===== src/rtl/marquee_pkg.sv =====
// Shared character-code and 14-segment glyph definitions for the marquee buffer and display stage.
// Segment bit order: a b c d e f g1 g2 h j k l m n (bit 13 down to bit 0).
package marquee_pkg;

    localparam int DIGITS = 12;
    localparam int CHAR_W = 6;
    localparam int SEG_W  = 14;

    localparam logic [CHAR_W-1:0] CH_SPACE = 6'd0;
    localparam logic [CHAR_W-1:0] CH_A = 6'd1,  CH_B = 6'd2,  CH_C = 6'd3,  CH_D = 6'd4,  CH_E = 6'd5;
    localparam logic [CHAR_W-1:0] CH_F = 6'd6,  CH_G = 6'd7,  CH_H = 6'd8,  CH_I = 6'd9,  CH_J = 6'd10;
    localparam logic [CHAR_W-1:0] CH_K = 6'd11, CH_L = 6'd12, CH_M = 6'd13, CH_N = 6'd14, CH_O = 6'd15;
    localparam logic [CHAR_W-1:0] CH_P = 6'd16, CH_Q = 6'd17, CH_R = 6'd18, CH_S = 6'd19, CH_T = 6'd20;
    localparam logic [CHAR_W-1:0] CH_U = 6'd21, CH_V = 6'd22, CH_W = 6'd23, CH_X = 6'd24, CH_Y = 6'd25;
    localparam logic [CHAR_W-1:0] CH_Z = 6'd26;
    localparam logic [CHAR_W-1:0] CH_0 = 6'd27, CH_1 = 6'd28, CH_2 = 6'd29, CH_3 = 6'd30, CH_4 = 6'd31;
    localparam logic [CHAR_W-1:0] CH_5 = 6'd32, CH_6 = 6'd33, CH_7 = 6'd34, CH_8 = 6'd35, CH_9 = 6'd36;

    localparam logic [SEG_W-1:0] GL_BLANK = 14'b00000000_000000;
    localparam logic [SEG_W-1:0] GL_A = 14'b11101111_000000, GL_B = 14'b11110001_010010;
    localparam logic [SEG_W-1:0] GL_C = 14'b10011100_000000, GL_D = 14'b11110000_010010;
    localparam logic [SEG_W-1:0] GL_E = 14'b10011110_000000, GL_F = 14'b10001110_000000;
    localparam logic [SEG_W-1:0] GL_G = 14'b10111101_000000, GL_H = 14'b01101111_000000;
    localparam logic [SEG_W-1:0] GL_I = 14'b10010000_010010, GL_J = 14'b01111000_000000;
    localparam logic [SEG_W-1:0] GL_K = 14'b00001110_001100, GL_L = 14'b00011100_000000;
    localparam logic [SEG_W-1:0] GL_M = 14'b01101100_101000, GL_N = 14'b01101100_100100;
    localparam logic [SEG_W-1:0] GL_O = 14'b11111100_000000, GL_P = 14'b11001111_000000;
    localparam logic [SEG_W-1:0] GL_Q = 14'b11111100_000100, GL_R = 14'b11001111_000100;
    localparam logic [SEG_W-1:0] GL_S = 14'b10110111_000000, GL_T = 14'b10000000_010010;
    localparam logic [SEG_W-1:0] GL_U = 14'b01111100_000000, GL_V = 14'b00001100_001001;
    localparam logic [SEG_W-1:0] GL_W = 14'b01101100_000101, GL_X = 14'b00000000_101101;
    localparam logic [SEG_W-1:0] GL_Y = 14'b00000000_101010, GL_Z = 14'b10010000_001001;
    localparam logic [SEG_W-1:0] GL_0 = 14'b11111100_001001, GL_1 = 14'b01100000_001000;
    localparam logic [SEG_W-1:0] GL_2 = 14'b11011011_000000, GL_3 = 14'b11110001_000000;
    localparam logic [SEG_W-1:0] GL_4 = 14'b01100111_000000, GL_5 = 14'b10110111_000000;
    localparam logic [SEG_W-1:0] GL_6 = 14'b10111111_000000, GL_7 = 14'b11100000_000000;
    localparam logic [SEG_W-1:0] GL_8 = 14'b11111111_000000, GL_9 = 14'b11110111_000000;

endpackage


===== src/rtl/glyph_rom14.sv =====
// Combinational character-code to 14-segment pattern lookup; unknown codes map to blank.
// Zero latency, no flow control.
module glyph_rom14
    import marquee_pkg::*;
(
    input  logic [CHAR_W-1:0] code,
    output logic [SEG_W-1:0]  seg
);

    always_comb begin
        seg = GL_BLANK;
        case (code)
            CH_A: seg = GL_A;  CH_B: seg = GL_B;  CH_C: seg = GL_C;  CH_D: seg = GL_D;
            CH_E: seg = GL_E;  CH_F: seg = GL_F;  CH_G: seg = GL_G;  CH_H: seg = GL_H;
            CH_I: seg = GL_I;  CH_J: seg = GL_J;  CH_K: seg = GL_K;  CH_L: seg = GL_L;
            CH_M: seg = GL_M;  CH_N: seg = GL_N;  CH_O: seg = GL_O;  CH_P: seg = GL_P;
            CH_Q: seg = GL_Q;  CH_R: seg = GL_R;  CH_S: seg = GL_S;  CH_T: seg = GL_T;
            CH_U: seg = GL_U;  CH_V: seg = GL_V;  CH_W: seg = GL_W;  CH_X: seg = GL_X;
            CH_Y: seg = GL_Y;  CH_Z: seg = GL_Z;
            CH_0: seg = GL_0;  CH_1: seg = GL_1;  CH_2: seg = GL_2;  CH_3: seg = GL_3;
            CH_4: seg = GL_4;  CH_5: seg = GL_5;  CH_6: seg = GL_6;  CH_7: seg = GL_7;
            CH_8: seg = GL_8;  CH_9: seg = GL_9;
            default: seg = GL_BLANK;
        endcase
    end

endmodule


===== src/rtl/marquee_buffer.sv =====
// Message RAM with a scrolling 12-digit window; returns the glyph for a requested digit.
// Read latency 2 cycles, one request per cycle, no backpressure.
module marquee_buffer
    import marquee_pkg::*;
#(
    parameter int MSG_DEPTH = 32,
    parameter int DIV_W     = 24
)
(
    input  logic                         clk,
    input  logic                         rst,
    input  logic                         wr_en,
    input  logic [$clog2(MSG_DEPTH)-1:0] wr_addr,
    input  logic [CHAR_W-1:0]            wr_data,
    input  logic                         len_wr,
    input  logic [$clog2(MSG_DEPTH):0]   len_data,
    input  logic [DIV_W-1:0]             scroll_div,
    input  logic                         scroll_en,
    input  logic                         rd_req,
    input  logic [3:0]                   rd_digit,
    output logic [SEG_W-1:0]             seg_out,
    output logic                         seg_valid,
    output logic                         wrap
);

    localparam int AW = $clog2(MSG_DEPTH);
    localparam int LW = AW + 1;

    logic [CHAR_W-1:0] mem [MSG_DEPTH];

    logic [LW-1:0]    len;
    logic [AW-1:0]    offset;
    logic [DIV_W-1:0] presc;

    logic [LW-1:0]    len_clip;
    logic             scrolling;
    logic             at_end;

    always_comb begin
        len_clip  = (len_data > LW'(MSG_DEPTH)) ? LW'(MSG_DEPTH) : len_data;
        scrolling = (len > LW'(DIGITS));
        at_end    = (LW'(offset) == (len - LW'(1)));
    end

    // len_wr wins over a scroll step in the same cycle, suppressing its wrap.
    always_ff @(posedge clk) begin
        if (rst) begin
            len    <= '0;
            offset <= '0;
            presc  <= '0;
            wrap   <= 1'b0;
        end else begin
            wrap <= 1'b0;
            if (len_wr) begin
                len    <= len_clip;
                offset <= '0;
                presc  <= '0;
            end else if (!scrolling) begin
                offset <= '0;
                presc  <= '0;
            end else if (scroll_en) begin
                if (presc == scroll_div) begin
                    presc <= '0;
                    if (at_end) begin
                        offset <= '0;
                        wrap   <= 1'b1;
                    end else begin
                        offset <= offset + AW'(1);
                    end
                end else begin
                    presc <= presc + DIV_W'(1);
                end
            end
        end
    end

    // When not scrolling, offset is 0 so pos == digit and out-of-range digits are blanked.
    logic [LW-1:0] pos;
    logic [LW-1:0] pos_wrapped;
    logic [AW-1:0] rd_addr;
    logic          rd_blank;

    always_comb begin
        pos         = LW'(offset) + LW'(rd_digit);
        pos_wrapped = (pos >= len) ? (pos - len) : pos;
        rd_addr     = pos_wrapped[AW-1:0];
        rd_blank    = (rd_digit >= 4'(DIGITS)) || (LW'(rd_digit) >= len);
    end

    always_ff @(posedge clk) begin
        if (wr_en) begin
            mem[wr_addr] <= wr_data;
        end
    end

    // Registered read samples the RAM before this cycle's write lands (read-first).
    logic              s1_vld;
    logic              s1_blank;
    logic [CHAR_W-1:0] s1_code;
    logic [SEG_W-1:0]  glyph;

    always_ff @(posedge clk) begin
        if (rst) begin
            s1_vld <= 1'b0;
        end else begin
            s1_vld <= rd_req;
        end
        s1_blank <= rd_blank;
        s1_code  <= mem[rd_addr];
    end

    glyph_rom14 u_rom (
        .code (s1_code),
        .seg  (glyph)
    );

    always_ff @(posedge clk) begin
        if (rst) begin
            seg_out   <= '0;
            seg_valid <= 1'b0;
        end else begin
            seg_valid <= s1_vld;
            if (s1_vld) begin
                seg_out <= s1_blank ? GL_BLANK : glyph;
            end
        end
    end

endmodule


===== config.mk =====
export PLATFORM = sky130hd
export DESIGN_NAME = marquee_buffer
export DESIGN_NICKNAME = d
export VERILOG_FILES = /design/src/rtl/marquee_pkg.sv /design/src/rtl/glyph_rom14.sv /design/src/rtl/marquee_buffer.sv
export SDC_FILE = /design/constraint.sdc
export NUM_CORES = 1
export LEC_CHECK = 0
export BUFFER_PORTS_ARGS = -buffer_cell sky130_fd_sc_hd__buf_2
export CAP_MARGIN = 20
export CORE_MARGIN = 10
export CORE_UTILIZATION = 50
export DETAILED_ROUTE_END_ITERATION = 6
export PLACE_DENSITY_LB_ADDON = 0.25
export REMOVE_ABC_BUFFERS = 1
export SYNTH_ARGS = -nofsm -noshare
export SYNTH_HDL_FRONTEND = slang
export SYNTH_SLANG_ARGS = --single-unit

===== constraint.sdc =====
create_clock -name clk -period 3.15 [get_ports clk]
set_input_delay 0.315 -clock clk [delete_from_list [all_inputs] [get_ports clk]]
set_output_delay 0.315 -clock clk [all_outputs]
set_load 0.005 [all_outputs]

==> results of run 1 <==
per-stage QoR:
step / hold WS, ns / total power, µW / TNS, ns
floorplan: 0.382 / 4740 / -10.04
global placement: 0.443 / 5350 / -2.57
global route: 0.0332 / 9070 / -2.78
finish: 0.0107 / 8700 / -1.75
CTS: 0.00874 / 8680 / -1.46
detailed placement: 0.447 / 5360 / -2.87
worst paths after layout:
| path | endpoint | slack, ns | cells past startpoint | from |
|---|---|---|---|---|
| min | s1_vld$_SDFF_PP0_ | 0.01 | 2 | rd_req |
| max reg2reg | s1_code[4]$_DFF_P_ | -0.32 | 17 | offset[0]$_SDFFE_PP0P_ |
| min reg2reg | seg_out[13]$_SDFFE_PP0P_ | 0.45 | 2 | seg_out[13]$_SDFFE_PP0P_ |
| max | s1_code[4]$_DFF_P_ | -0.32 | 17 | offset[0]$_SDFFE_PP0P_ |
power breakdown:
group	total [µW]	internal, µW	switching (µW)
clock	3210	1890	1320
combinational	1690	738	951
sequential	3800	3640	163
per-layer routing:
layer  vias up  part of all wire, %
met5         -                    0
met4         0                  2.4
met3        50                  7.4
met2       308                   47
met1      4019                   43
li1       4045                    -
logic make-up after synthesis:
family | after synthesis | share of synthesized area [%]
AO/OA/AOI/OAI | 156 | 8.84
XOR/XNOR | 51 | 3.93
adder cells (fa/ha/maj) | 29 | 3.27
buffers and inverters | 66 | 2.51
flip-flops | 251 | 60.1
multiplexers | 22 | 2.06
AND/OR/NAND/NOR | 462 | 19.4
sequential cells by signal, indices dropped and copies added, names as in the netlist:
signal	flops
seg_valid	1
s1_code	6
s1_blank	1
wrap	1
offset	5
mem	192
len	6
s1_vld	1
presc	24
seg_out	14
cells in the final DEF (no fill, tap or decap), types with 24 or more instances in the layout:
cell	synthesis	layout
edfxtp_1	192	192
ha_1	27	25
buf_2	16	66
nor2_1	77	77
xnor2_1	31	29
nand3_1	65	63
clkbuf_16	0	30
a21oi_1	52	44
o21ai_0	28	28
dfxtp_1	59	57
nand4b_1	24	24
nand2_1	206	201
buf_4	4	58
repair_timing:
item / 4_1_cts / 5_1_grt
resized for setup: 35 / 21
buffers inserted: 12 / 6
pin swaps: 33 / 27
cloned: 2 / 2
setup endpoints to repair: 6 / 6
final cells by class:
class | instances | area, µm² | share of cell area (%)
inverter | 18 | 67.6 | 0.483
clock inverter | 13 | 133 | 0.949
clock buffer | 37 | 774 | 5.54
timing repair buffer | 147 | 1170 | 8.34
sequential | 251 | 6950 | 49.7
tap | 285 | 357 | 2.55
multi-input combinational | 720 | 4540 | 32.4
==> results_dict.tcl, run 1 <==
set metrics [dict create \
    status "finished with violations" \
    violations "setup timing" \
    syn-cell-area_um2 11600 \
    finClkSkew_ns 0.0103 \
    worstMarginPinSlew_ns 0.905 \
    drive_gt1_share_pct 20.5 \
    num_io_pins 67 \
    cp.arrival_ns 3.90 \
    htree_levels 1 \
    die-height_um 172 \
    fin_util_pct 61.6 \
    use_met2_pct 31.9 \
    drt_wl_total_um 28900 \
    synth-seq-area-share_pct 60.1 \
    finalNetCount 1245 \
    drc 0 \
    initial_core_util_pct 50.9 \
    pre_cts_slack_ns -0.507 \
    crit_family "adder cells" \
    post_dp_cell_area_um2 12600 \
    busiest_layer "met2" \
    synth_top_cell_area_share_pct 49.8 \
    die_w_um 172 \
    cp-end-kind "register" \
    worstSetupStartpointType "register" \
    period_minus_slack_ns 3.47 \
    irDropWorstVdd_mv 0.490 \
    worst-path-buf-inv 4 \
    grt_use_met1_pct 26.0 \
    synthArstFlopShare_pct 0 \
    dp_cells 1400 \
    rows 55 \
    crit_path_max_fanout 5 \
    wl_per_cell_um 19.6 \
    ys_top_cells_by_count "206 x nand2_1, 192 x edfxtp_1, 77 x nor2_1" \
    synth_area_leader_cell "edfxtp_1" \
    antenna_left 0 \
    crit_path_frequent_cell "nand4_1" \
    grt_usage_pct 19.3 \
    die-area_um2 29600 \
    ys_top_cells_by_area "edfxtp_1 50%, dfxtp_1 10%, nand2_1 6.7%, ha_1 2.9%, nand3_1 2.8%" \
    timing.final.crit_share_pct 110 \
    grt_antenna_before_repair 0 \
    hold_viol 0 \
    finalWorstSetupSlack_ns -0.321 \
    synth_ff_type "edfxtp_1" \
    worstHoldPathType "input pin to register" \
    gp_congestion 0.876 \
    synthToLayoutAreaGrowth_pct 20.9 \
    gr-total-overflow 0 \
    slew_viol_final 0 \
    design_area_um2 14000 \
    syn_avg_cell_area_um2 11.2 \
    maxCapViolCount 0 \
    power.density_nw_per_um2 622 \
    yosysMostFrequentCell "nand2_1" \
    cts_tree "done" \
    cts_inserted_buffers 27 \
    drtIter0Drc 782 \
    root_buffer "clkbuf_16" \
    clk-insertion-delay-late_ns 0.55 \
    slowest_delay_ns 0.34 \
    grt_start_max_net_pins 47 \
    via_per_inst 5.73 \
    dp_hpwl_um 18900 \
    grt_util_met3_pct 3.10 \
    synth_warnings 0 \
    coreArea_um2 22700 \
    slew_headroom_pct 39.6 \
    post_layout_nonfiller_instances 1471 \
    finalSetupViolCount 6 \
    p_leak_uw 0.00500 \
    path_class "register to register" \
    io_buffers 66 \
    grt_pass1_vias 8318 \
    clock_path_buffers 3 \
    cts.clk_slew.worst_paths_ns 0.06 \
    crit_required_ns 3.58 \
    cts_sinks 251 \
    synthDistinctLibCells 69 \
    vias 8422 \
    synth_edf_count 192 \
    drtPass1Iterations 5 \
    grt_pass1_wl_um 45100 \
    rsz0062_at_grt "true" \
    holdBufCountCts 0 \
    fillers 1855 \
    path_cells "ha_4, fa_2, a21o_1, a21oi_2, xnor2_2, ha_1, nand4_1, o221ai_2, buf_6, mux2i_4, buf_12, buf_16, buf_4, mux2i_2, a32oi_2, nand4b_1, nand4_1" \
    fmax_ghz 0.288 \
    antenna_cells 0 \
    synth_cells 1037 \
    critical_path.slowest_cell "fa_2" \
    ys_seq_elements 251 \
]
No activity file was read; power rests on OpenSTA's default activity.
==> inputs of run 2 (changes only) <==
--- a/config.mk
+++ b/config.mk
@@ -12,6 +12,7 @@
 export DETAILED_ROUTE_END_ITERATION = 6
 export PLACE_DENSITY_LB_ADDON = 0.25
 export REMOVE_ABC_BUFFERS = 1
+export SETUP_SLACK_MARGIN = 0.2
 export SYNTH_ARGS = -nofsm -noshare
 export SYNTH_HDL_FRONTEND = slang
 export SYNTH_SLANG_ARGS = --single-unit
==> constraint.sdc (replaced) <==
create_clock -name clk -period 3.3 [get_ports clk]
set_input_delay 0.33 -clock clk [delete_from_list [all_inputs] [get_ports clk]]
set_output_delay 0.33 -clock clk [all_outputs]
set_load 0.005 [all_outputs]
==> run 2 against run 1 <==
The flow still finishes with violations (setup timing). Fmax fell by 0.22%. First-iteration DRC count rose by 3.2%. Combinational power fell by 8%. Die area did not move. Sequential share of layout area grew 0.55 points. Clock-buffer cell count down 9. Largest cell class unchanged.
==> results_dict.tcl, run 2 (synthesized netlist as in run 1, its figures left out) <==
set metrics [dict create \
    p_leak_uw 0.00493 \
    crit_path_start "offset[0]$_SDFFE_PP0P_" \
    grt_pass1_vias 8414 \
    io_buffers 66 \
    grt_use_met1_pct 26.4 \
    dp_cells 1394 \
    pre_cts_slack_ns -0.482 \
    initial_core_util_pct 50.9 \
    status "finished with violations" \
    gr-total-overflow 0 \
    largestRegisters "mem (192), presc (24), seg_out (14)" \
    fin_util_pct 60.9 \
    largest_reg_flops 192 \
    timing.final.crit_share_pct 105 \
    cp-end-kind "register" \
    period_minus_slack_ns 3.48 \
    seqPwrFrac_pct 44.9 \
    worstSetupStartpointType "register" \
    use_met2_pct 31.2 \
    slew_headroom_pct 34.2 \
    die_w_um 172 \
    num_io_pins 67 \
    layout_commonest_cell "nand2_1" \
    grt_pass1_wl_um 45800 \
    grt_start_max_net_pins 47 \
    worstHoldStart "rd_req" \
    power.density_nw_per_um2 590 \
    clock_path_buffers 3 \
    worstHoldPathType "input pin to register" \
    busiest_layer "met2" \
    via_per_inst 5.79 \
    finalNetCount 1238 \
    swShare_pct 28.1 \
    cts_inserted_buffers 26 \
    cts_sinks 251 \
    root_buffer "clkbuf_16" \
    cts_tree "done" \
    worstMarginPinSlew_ns 0.986 \
    fmax_ghz 0.287 \
    holdBufCountCts 0 \
    antenna_cells 0 \
    antenna_left 0 \
    cts.clk_slew.worst_paths_ns 0.06 \
    drt_wl_total_um 29200 \
    drtPass1Iterations 5 \
    crit_required_ns 3.79 \
    dp_hpwl_um 19100 \
    grt_util_met3_pct 3.58 \
    wl_per_cell_um 19.9 \
    cp.arrival_ns 3.97 \
    rsz0062_at_grt "true" \
    hold_viol 0 \
    finalWorstSetupSlack_ns -0.178 \
    p_switching_uw 2290 \
    irDropWorstVdd_mv 0.517 \
    vias 8467 \
    top_register "mem" \
    grt_antenna_before_repair 0 \
    finalSetupViolCount 6 \
    violations "setup timing" \
    finClkSkew_ns 0.0189 \
    maxCapViolCount 0 \
    crit_path_max_fanout 5 \
    combPwrFrac_pct 19.1 \
    fillers 1868 \
    whs_ns 0.0170 \
    rows 55 \
    setup-tns-final_ns -0.908 \
    synthToLayoutAreaGrowth_pct 19.6 \
    clock_power_share_pct 36.0 \
    reg2reg_from "offset[0]$_SDFFE_PP0P_" \
    final_cell_mix "204 x nand2_1, 192 x edfxtp_1, 77 x nor2_1, 66 x buf_2, 64 x nand3_1" \
    slew_viol_final 0 \
    die-height_um 172 \
    drtIter0Drc 807 \
    drc 0 \
    drive_gt1_share_pct 18.9 \
    p_int_uw 5870 \
    gp_congestion 0.849 \
    coreArea_um2 22700 \
    htree_levels 1 \
    grt_usage_pct 19.6 \
    die-area_um2 29600 \
    path_class "register to register" \
    post_layout_nonfiller_instances 1462 \
    clk-insertion-delay-late_ns 0.55 \
]
run 2: cell count changes in the layout (fill, tap and decap cells not counted), sizes merged:
| cell | change |
|---|---|
| bufbuf | +2 |
| clkinv | +6 |
| clkbuf | -10 |
| clkinvlp | -1 |
| bufinv | +1 |
| buf | -7 |
run 2: final cells by class:
cell class	instances	area, µm²	share of cell area, %
Clock inverter	19	195	1.41
Multi-Input combinational cell	720	4470	32.3
Clock buffer	28	668	4.83
Sequential cell	251	6950	50.2
Timing Repair Buffer	141	1120	8.11
Tap cell	285	357	2.58
Inverter	18	67.6	0.488
run 2: critical path: stages (launching register included):
cell,delay [ns]
dfxtp_2,0.34
ha_4,0.16
fa_2,0.33
a21o_1,0.18
a21oi_2,0.17
xnor2_2,0.10
ha_1,0.32
nand4_1,0.11
o221ai_1,0.20
buf_4,0.19
mux2i_4,0.24
buf_4,0.15
bufbuf_16,0.26
a21oi_1,0.09
a32oi_1,0.21
nand4b_1,0.23
nand4_1,0.14
run 2: path summary, 6_finish.rpt:
kind,slack (ns),cells after the start,end
worst min register to register,0.45,2,seg_out[13]$_SDFFE_PP0P_
worst min-delay path,0.02,2,s1_vld$_SDFF_PP0_
worst max register to register,-0.18,16,s1_code[1]$_DFF_P_
worst max-delay path,-0.18,16,s1_code[1]$_DFF_P_
run 2: metrics by stage:
| step | total power [µW] | area [µm²] |
|---|---|---|
| floorplan | 4520 | 11300 |
| global placement | 5110 | 12600 |
| detailed placement | 5120 | 12600 |
| CTS | 8160 | 13700 |
| finish | 8160 | 13800 |
| global route | 8520 | 13800 |
run 2: power groups by stage:
| stage | Sequential, µW | Combinational, µW | Clock, µW |
|---|---|---|---|
| floorplan | 3670 | 852 | 0 |
| global placement | 3720 | 1380 | 0 |
| detailed placement | 3730 | 1400 | 0 |
| CTS | 3660 | 1520 | 2980 |
| global route | 3680 | 1720 | 3120 |
| finish | 3660 | 1560 | 2940 |
run 2: layer usage:
layer,vias up,routed length (µm)
met5,-,0
met4,0,918
met3,61,2150
met2,308,13400
met1,4071,12600
li1,4027,-
run 2: repair_timing:
action / CTS / global route
setup endpoints to repair: 6 / 6
hold endpoints to repair: 0 / 0
gates cloned: 3 / 1
gates resized for setup: 25 / 11
buffers inserted: 13 / 4
pin swaps: 22 / 13
